**src/rtl/acumulador_pontos_pkg.sv**
```systemverilog
// Shared definitions for the team score register: score limit, FSM states
// and the add/subtract operation encoding.
package acumulador_pontos_pkg;

    localparam int unsigned MAX_SCORE = 99;

    typedef enum logic [1:0] {
        ST_IDLE  = 2'd0,
        ST_CHECK = 2'd1,
        ST_WAIT  = 2'd2
    } state_t;

    typedef enum logic {
        OP_ADD = 1'b0,
        OP_SUB = 1'b1
    } op_t;

endpackage

```
**src/rtl/conversor_bin_bcd.sv**
```systemverilog
// Combinational binary to two-digit BCD conversion for the 7-segment drivers.
// Valid for inputs 0..99.
module conversor_bin_bcd #(
    parameter int unsigned SCORE_W = 7
) (
    input  logic [SCORE_W-1:0] bin_i,
    output logic [3:0]         dezena_o,
    output logic [3:0]         unidade_o
);

    assign dezena_o  = 4'(bin_i / SCORE_W'(10));
    assign unidade_o = 4'(bin_i % SCORE_W'(10));

endmodule

```
**src/rtl/acumulador_pontos.sv**
```systemverilog
// Score register for one team: performs confirmed, guarded add/subtract
// requests of 1..3 points, keeps the score within 0..MAX_SCORE and exposes
// it as binary and registered BCD digits.
module acumulador_pontos #(
    parameter int unsigned SCORE_W   = 7,
    parameter int unsigned PTS_W     = 2,
    parameter int unsigned MAX_SCORE = acumulador_pontos_pkg::MAX_SCORE
) (
    input  logic               clk,
    input  logic               rst_n,
    input  logic               chavePN,
    input  logic [PTS_W-1:0]   pontos,
    input  logic               btn_confirm,
    input  logic               zerar,
    output logic [SCORE_W-1:0] score,
    output logic [3:0]         dezena,
    output logic [3:0]         unidade,
    output logic               erro,
    output logic               busy
);

    import acumulador_pontos_pkg::*;

    state_t             state_q;
    op_t                op_q;
    logic [PTS_W-1:0]   pts_q;
    logic [SCORE_W-1:0] score_q;
    logic [SCORE_W-1:0] score_d;
    logic               erro_q;
    logic               btn_q;
    logic               armed_q;
    logic               btn_edge;
    logic               chk_reject;
    logic [SCORE_W:0]   sum_w;
    logic [3:0]         dezena_q;
    logic [3:0]         unidade_q;
    logic [3:0]         dezena_c;
    logic [3:0]         unidade_c;

    // armed_q is low only in the first cycle after reset, so a button held
    // through reset release cannot be mistaken for a fresh press.
    assign btn_edge = btn_confirm & ~btn_q & armed_q;

    // Sum is one bit wider than the score so an overflowing add cannot wrap.
    assign sum_w = {1'b0, score_q} + (SCORE_W+1)'(pts_q);

    // Guard evaluation for the latched request and the resulting score.
    always_comb begin
        chk_reject = 1'b0;
        score_d    = score_q;
        if (op_q == OP_SUB) begin
            if (score_q < SCORE_W'(pts_q)) chk_reject = 1'b1;
            else                           score_d    = score_q - SCORE_W'(pts_q);
        end else begin
            if (sum_w > (SCORE_W+1)'(MAX_SCORE)) chk_reject = 1'b1;
            else                                 score_d    = sum_w[SCORE_W-1:0];
        end
    end

    // Request FSM: latch on a confirmed edge, apply once, wait for release.
    always_ff @(posedge clk or negedge rst_n) begin
        if (!rst_n) begin
            state_q <= ST_IDLE;
            op_q    <= OP_ADD;
            pts_q   <= '0;
            score_q <= '0;
            erro_q  <= 1'b0;
            btn_q   <= 1'b0;
            armed_q <= 1'b0;
        end else begin
            btn_q   <= btn_confirm;
            armed_q <= 1'b1;
            if (zerar) begin
                score_q <= '0;
                erro_q  <= 1'b0;
                state_q <= btn_confirm ? ST_WAIT : ST_IDLE;
            end else begin
                unique case (state_q)
                    ST_IDLE: begin
                        if (btn_edge && pontos != '0) begin
                            op_q    <= op_t'(chavePN);
                            pts_q   <= pontos;
                            state_q <= ST_CHECK;
                        end
                    end
                    ST_CHECK: begin
                        if (chk_reject) begin
                            erro_q <= 1'b1;
                        end else begin
                            score_q <= score_d;
                            erro_q  <= 1'b0;
                        end
                        state_q <= ST_WAIT;
                    end
                    ST_WAIT: begin
                        if (!btn_confirm) state_q <= ST_IDLE;
                    end
                    default: state_q <= ST_IDLE;
                endcase
            end
        end
    end

    conversor_bin_bcd #(
        .SCORE_W (SCORE_W)
    ) u_bcd (
        .bin_i     (score_q),
        .dezena_o  (dezena_c),
        .unidade_o (unidade_c)
    );

    // BCD digits registered from the score, one cycle behind it.
    always_ff @(posedge clk or negedge rst_n) begin
        if (!rst_n) begin
            dezena_q  <= '0;
            unidade_q <= '0;
        end else begin
            dezena_q  <= dezena_c;
            unidade_q <= unidade_c;
        end
    end

    assign score   = score_q;
    assign dezena  = dezena_q;
    assign unidade = unidade_q;
    assign erro    = erro_q;
    assign busy    = (state_q != ST_IDLE);

endmodule

```
**config.mk**
```make
export PLATFORM = sky130hd
export DESIGN_NAME = acumulador_pontos
export DESIGN_NICKNAME = d
export VERILOG_FILES = /design/src/rtl/acumulador_pontos_pkg.sv /design/src/rtl/conversor_bin_bcd.sv /design/src/rtl/acumulador_pontos.sv
export SDC_FILE = /design/constraint.sdc
export NUM_CORES = 1
export LEC_CHECK = 0
export ABC_AREA = 1
export CAP_MARGIN = 25
export CORE_MARGIN = 2
export CORE_UTILIZATION = 57
export DETAILED_ROUTE_END_ITERATION = 7
export GPL_ROUTABILITY_DRIVEN = 0
export PLACE_DENSITY = 0.92
export SETUP_SLACK_MARGIN = 0.02
export SLEW_MARGIN = 25
export SYNTH_ARGS = -nofsm -noshare
export SYNTH_HDL_FRONTEND = slang
export SYNTH_SLANG_ARGS = --single-unit
export TNS_END_PERCENT = 1
```
**constraint.sdc**
```tcl
create_clock -name clk -period 3.9 [get_ports clk]
set_input_delay 0.585 -clock clk [delete_from_list [all_inputs] [get_ports clk]]
set_output_delay 0.585 -clock clk [all_outputs]
set_load 0.05 [all_outputs]
```
Yosys cells after proc, flatten, opt, wreduce, memory -nomap -nowiden:

Index checks and enable logic that the tools add are counted.

* word-level logic and storage cells: 51
* RAM bits: 0
* flip-flop bits (word level): 23
* latch bits: 0
* memory bits (read-only): 0
* memories kept: 0

* shift-type cells: 0
* bitwise logic cells: 4
* $lt $le $gt $ge: 2
* reduce and logical (&&, ||, !) cells: 8
* divide/modulo/power cells: 2
* $add $sub $neg: 2
* multiply operators: 0
* mux-type cells: 17
* eq/ne operators: 7

Operators by type and width (count)
* $mux W7: 6
* $ne A3 B3 Y1 const B: 4
* $add A7 B2 Y8: 1
* $gt A8 B7 Y1 const B: 1
* $mux W2: 4
* $div A7 B4 Y7 const B: 1
* $lt A7 B2 Y1: 1
* $mod A7 B4 Y7 const B: 1
* $sub A7 B2 Y7: 1
* $mux W1: 6
* $pmux W2 S3: 1
* $reduce_bool A2 Y1: 3
* $reduce_and A4 Y1: 1
* $reduce_and A3 Y1: 1
* $and A1 B1 Y1: 2
* $eq A2 B1 Y1 const B: 1
* $eq A2 B2 Y1 const B: 1
* $logic_not A2 Y1: 1
* $ne A2 B2 Y1 const B: 1
* $not A1 Y1: 2
* $reduce_and A2 Y1: 1
* $logic_and A1 B1 Y1: 1

Logic depth before layout (Yosys ltp):

* word-level depth: 7
* mapped depth: 20

Hierarchy:

Synthesis repeated with hierarchy kept, for this count alone.

* cells, all modules: 211
* area, all modules: 1597.8 um2

Modules (own cells, without submodules)
* acumulador_pontos: times used 1, cells each 148, area each 1244.9 um2
* conversor_bin_bcd: times used 1, cells each 63, area each 352.8 um2

Worst setup path after synthesis:

No wires, ideal clock.

* path kind: reg-to-reg
* start point: register score_q[6], in the netlist score[6]
* end point: register unidade_q[1], in the netlist unidade[1]
* library setup time: 119 ps
* arrival: 2288 ps
* buffers on the path: 1
* data required time: 3781 ps
* path slack: 1492 ps
* clock period less this slack: 2408 ps
* stages on the path, launching flop included: 20
* cell sequence: dfrtp_1 > buf_4 > inv_2 > nand2_1 > nand3_2 > nand2_4 > nand2_4 > nor2_2 > nor2_4 > nand2_4 > nand3_1 > nand2_1 > inv_1 > ha_1 > inv_1 > nand3_2 > nand2_2 > inv_2 > nand3_1 > nand2_1

* word-level cells in the longest chain between the ends: 1

Ends and longest elaborated chain
* from (decl): line acumulador_pontos.sv:27 `logic [SCORE_W-1:0] score_q;`
* from (signal assigned): line acumulador_pontos.sv:90 `score_q <= score_d;`
* $mod A7 B4 Y7: line conversor_bin_bcd.sv:12 `assign unidade_o = 4'(bin_i % SCORE_W'(10));`
* net u_bcd.unidade_o[1]: line conversor_bin_bcd.sv:8 `output logic [3:0] unidade_o`
* to (signal assigned): line acumulador_pontos.sv:119 `unidade_q <= unidade_c;`
* to (decl): line acumulador_pontos.sv:36 `logic [3:0] unidade_q;`

The timed path passes the listed nets, and every way through them passes these cells.
A chain may end at the register's enable or synchronous reset.

Final worst setup path:

* start point: register score_q[2], in the netlist score[2]
* end point: output score[2]

RTL lines
* to (decl): line acumulador_pontos.sv:15 `output logic [SCORE_W-1:0] score,`

No word-level cell between the ends.

==> run summary <==
CTS
- **clock network latency to the later pin of the worst-skew pair** 0.33 ns
- **number of buffers on the longest clock path** 2
- **number of instances resized during post-cts repair** 0
- **post-CTS setup buffer count** 0
- **clock-pin slew of the registers on the worst-case setup and hold paths** 0.13 ns
- **CTS tree** built
- **Sinks on Clock Net** 23
- **Inserted Clock Buffers** 3
- **Post-CTS Hold Fix Bufs** 0
- **number of H-tree branching levels** 1
- **root buffer cell** clkbuf_4

Critical path
- **CP max stage cell** clkdlybuf4s50_1
- **WP buf/inv** 1
- **kind of start point of the critical path** register
- **maximum cell stage delay along the critical path** 0.87 ns
- **CP top delay family** buffers and inverters
- **type of the worst setup path** reg2out
- **Critical Path, Cell by Cell** clkdlybuf4s50_1
- **critical path arrival** 1.79 ns
- **critical path data required time** 3.31 ns
- **Setup crit end kind** output pin
- **peak fanout along the critical path** 12

STA
- **number of endpoints with negative hold slack in the final report** 0
- **min cycle time layout** 2.37 ns
- **worst relative slew slack** 65.6%
- **maximum clock rate** 0.421 GHz
- **Finish-stage setup viols** 0
- **post-route fraction of the period consumed by the critical path** 60.9%
- **clk_skew** 0.00753 ns
- **Worst Slack Setup Final** 1.53 ns
- **setup repair after global routing missed its margin** no
- **Setup TNS Final** 0 ns
- **Worst Max-Slew Pin Slew** 0.517 ns
- **Final Max Slew Viols** 0

Finish
- **nets** 230
- **count of antenna diodes in the layout** 0
- **total non-filler cell area in the finished layout** 1790 um^2
- **Area growth syn-to-layout** 16.7%
- **share of layout cells above drive strength 1** 16.7%
- **Fillers** 193

Logic synthesis
- **share of the synthesized area in the top cell type** 37.6%
- **Synthesized Nets** 207
- **number of warnings printed during yosys synthesis** 0
- **synth cell count leaders** nand2_1, dfrtp_1, inv_1
- **number of library cell types mapped by synthesis** 35
- **number of synthesized register bits** 23
- **sequential-to-total area share from yosys stat** 37.6%
- **EDFF count, synth** 0
- **Mapped Avg Cell Area** 7.93 um^2
- **combinational family with the most area after synthesis** simple AND/OR/NAND/NOR gates
- **top flip-flop cell by instance count after synthesis** dfrtp_1
- **mux contribution to synthesized area** 0%
- **number of cells produced by synthesis** 193
- **cell types occupying the most area after synthesis** dfrtp_1, nand2_1, nand3_1
- **post-synthesis adder-cell area fraction** 6.70%
- **Post-synth ARST share** 100%
- **area of the mapped netlist** 1530 um^2
- **most used standard cell by instance count after synthesis** nand2_1
- **share of the synthesized area in compound gates (AO/OA/AOI/OAI)** 13.0%
- **xor/xnor cell area share of the yosys netlist** 1.72%
- **Simple-Gate Fraction of Synth Area** 32.2%
- **post-synth top area cell** dfrtp_1

Route
- **count of vias placed by the detailed router** 1314
- **detailed-route wire length per cell** 11.4 um
- **DR vias/cell** 5.36
- **DRC violation total after the first TritonRoute iteration** 44
- **aggregate routed wire length** 2800 um
- **remaining number of nets flagged by the antenna check after routing** 0
- **DRC Markers** 0
- **number of search-and-repair iterations in the first detailed-routing pass** 4

Min path
- **path category of the worst min-delay check** in2async

Die
- **number of placement rows** 18
- **die footprint** 3120 um^2
- **Chip Height** 55.8 um
- **overall die width** 55.8 um
- **Core Region** 2500 um^2
- **ports placed on the boundary** 24
- **starting density of the core** 61.2%

Place
- **Setup Slack @ Placement** 1.59 ns
- **total half-perimeter wirelength after legalization and detailed placement** 2150 um
- **Port Buffer Count** 23
- **instance area at placement** 1760 um^2

GRT
- **total routing usage reported by global routing** 19.2%
- **wire length of the first global-routing pass** 4860 um
- **largest net degree at the start of global routing** 24
- **total grt overflow** 0
- **vias in the first global route** 1164
- **antenna violations before repair** 0

Outcome
- **run status** finished clean

Flow run
- **number of max-cap violations** 0

[state kept, by name, indices dropped and copies added (netlist names)]
| signal | count |
|---|---|
| pts_q | 2 |
| unidade | 4 |
| armed_q | 1 |
| btn_q | 1 |
| dezena | 4 |
| op_q | 1 |
| erro | 1 |
| score | 7 |
| state_q | 2 |
[cell type report]
type,count,area (um^2),share of cell area (%)
well taps,30,37.5,2.10
repair buffers,23,225,12.6
clock inverters,1,5.00,0.280
multi-input cells,140,825,46.2
clock buffers,3,22.5,1.26
inverters,25,95.1,5.33
flip-flops and latches,23,576,32.2
[cell families after synthesis]
family | after synthesis
AO/OA/AOI/OAI | 34
XOR/XNOR | 3
adder cells (fa/ha/maj) | 7
buffers and inverters | 30
flip-flops | 23
other | 1
AND/OR/NAND/NOR | 95
[worst paths after layout]
kind / to / startpoint / depth (start not counted) / slack (ns)
min: score[5] / rst_n / 1 / 0.21
max: score[2] / score[2] / 1 / 1.53
min in group clk: unidade[0] / score[0] / 0 / 0.51
min reg2reg: unidade[0] / score[0] / 0 / 0.51
max in group asynchronous: unidade[3] / rst_n / 1 / 3.34
max reg2reg: score[0] / score[0] / 12 / 1.54
[placed cells by master, fill, tap and decap left out, drive strengths merged, types with 3 or more instances in the layout]
cell type      count
nand2             52
dfrtp             23
clkdlybuf4s50     22
inv               22
o21ai             22
nand3             19
nor2              15
a21oi              6
ha                 5
clkinv             4
o211ai             3
clkbuf             3
nand4              3
or2                3
[per-layer routing]
| metal | GRT usage, % | vias to the layer above | routed length (um) |
|---|---|---|---|
| met2 | 32.5 | 37 | 1370 |
| met3 | 2.09 | 5 | 123 |
| met4 | 7.48 | 0 | 48 |
| met5 | 0 | - | 0 |
| li1 | - | 671 | - |
| met1 | 25.2 | 601 | 1260 |
[per-stage QoR]
stage | utilization (%) | hold WS (ns) | std cells
after CTS | 71.6 | 0.514 | 245
after floorplan | - | 0.289 | 193
after global placement | 70.5 | 0.459 | 241
final | 71.4 | 0.206 | 245
after global routing | 71.4 | 0.255 | 245
after detailed placement | 70.5 | 0.471 | 241
Power is left out: the tool's default activity adds up to more than one toggle a clock period on the data nets, which glitch-free logic cannot reach.
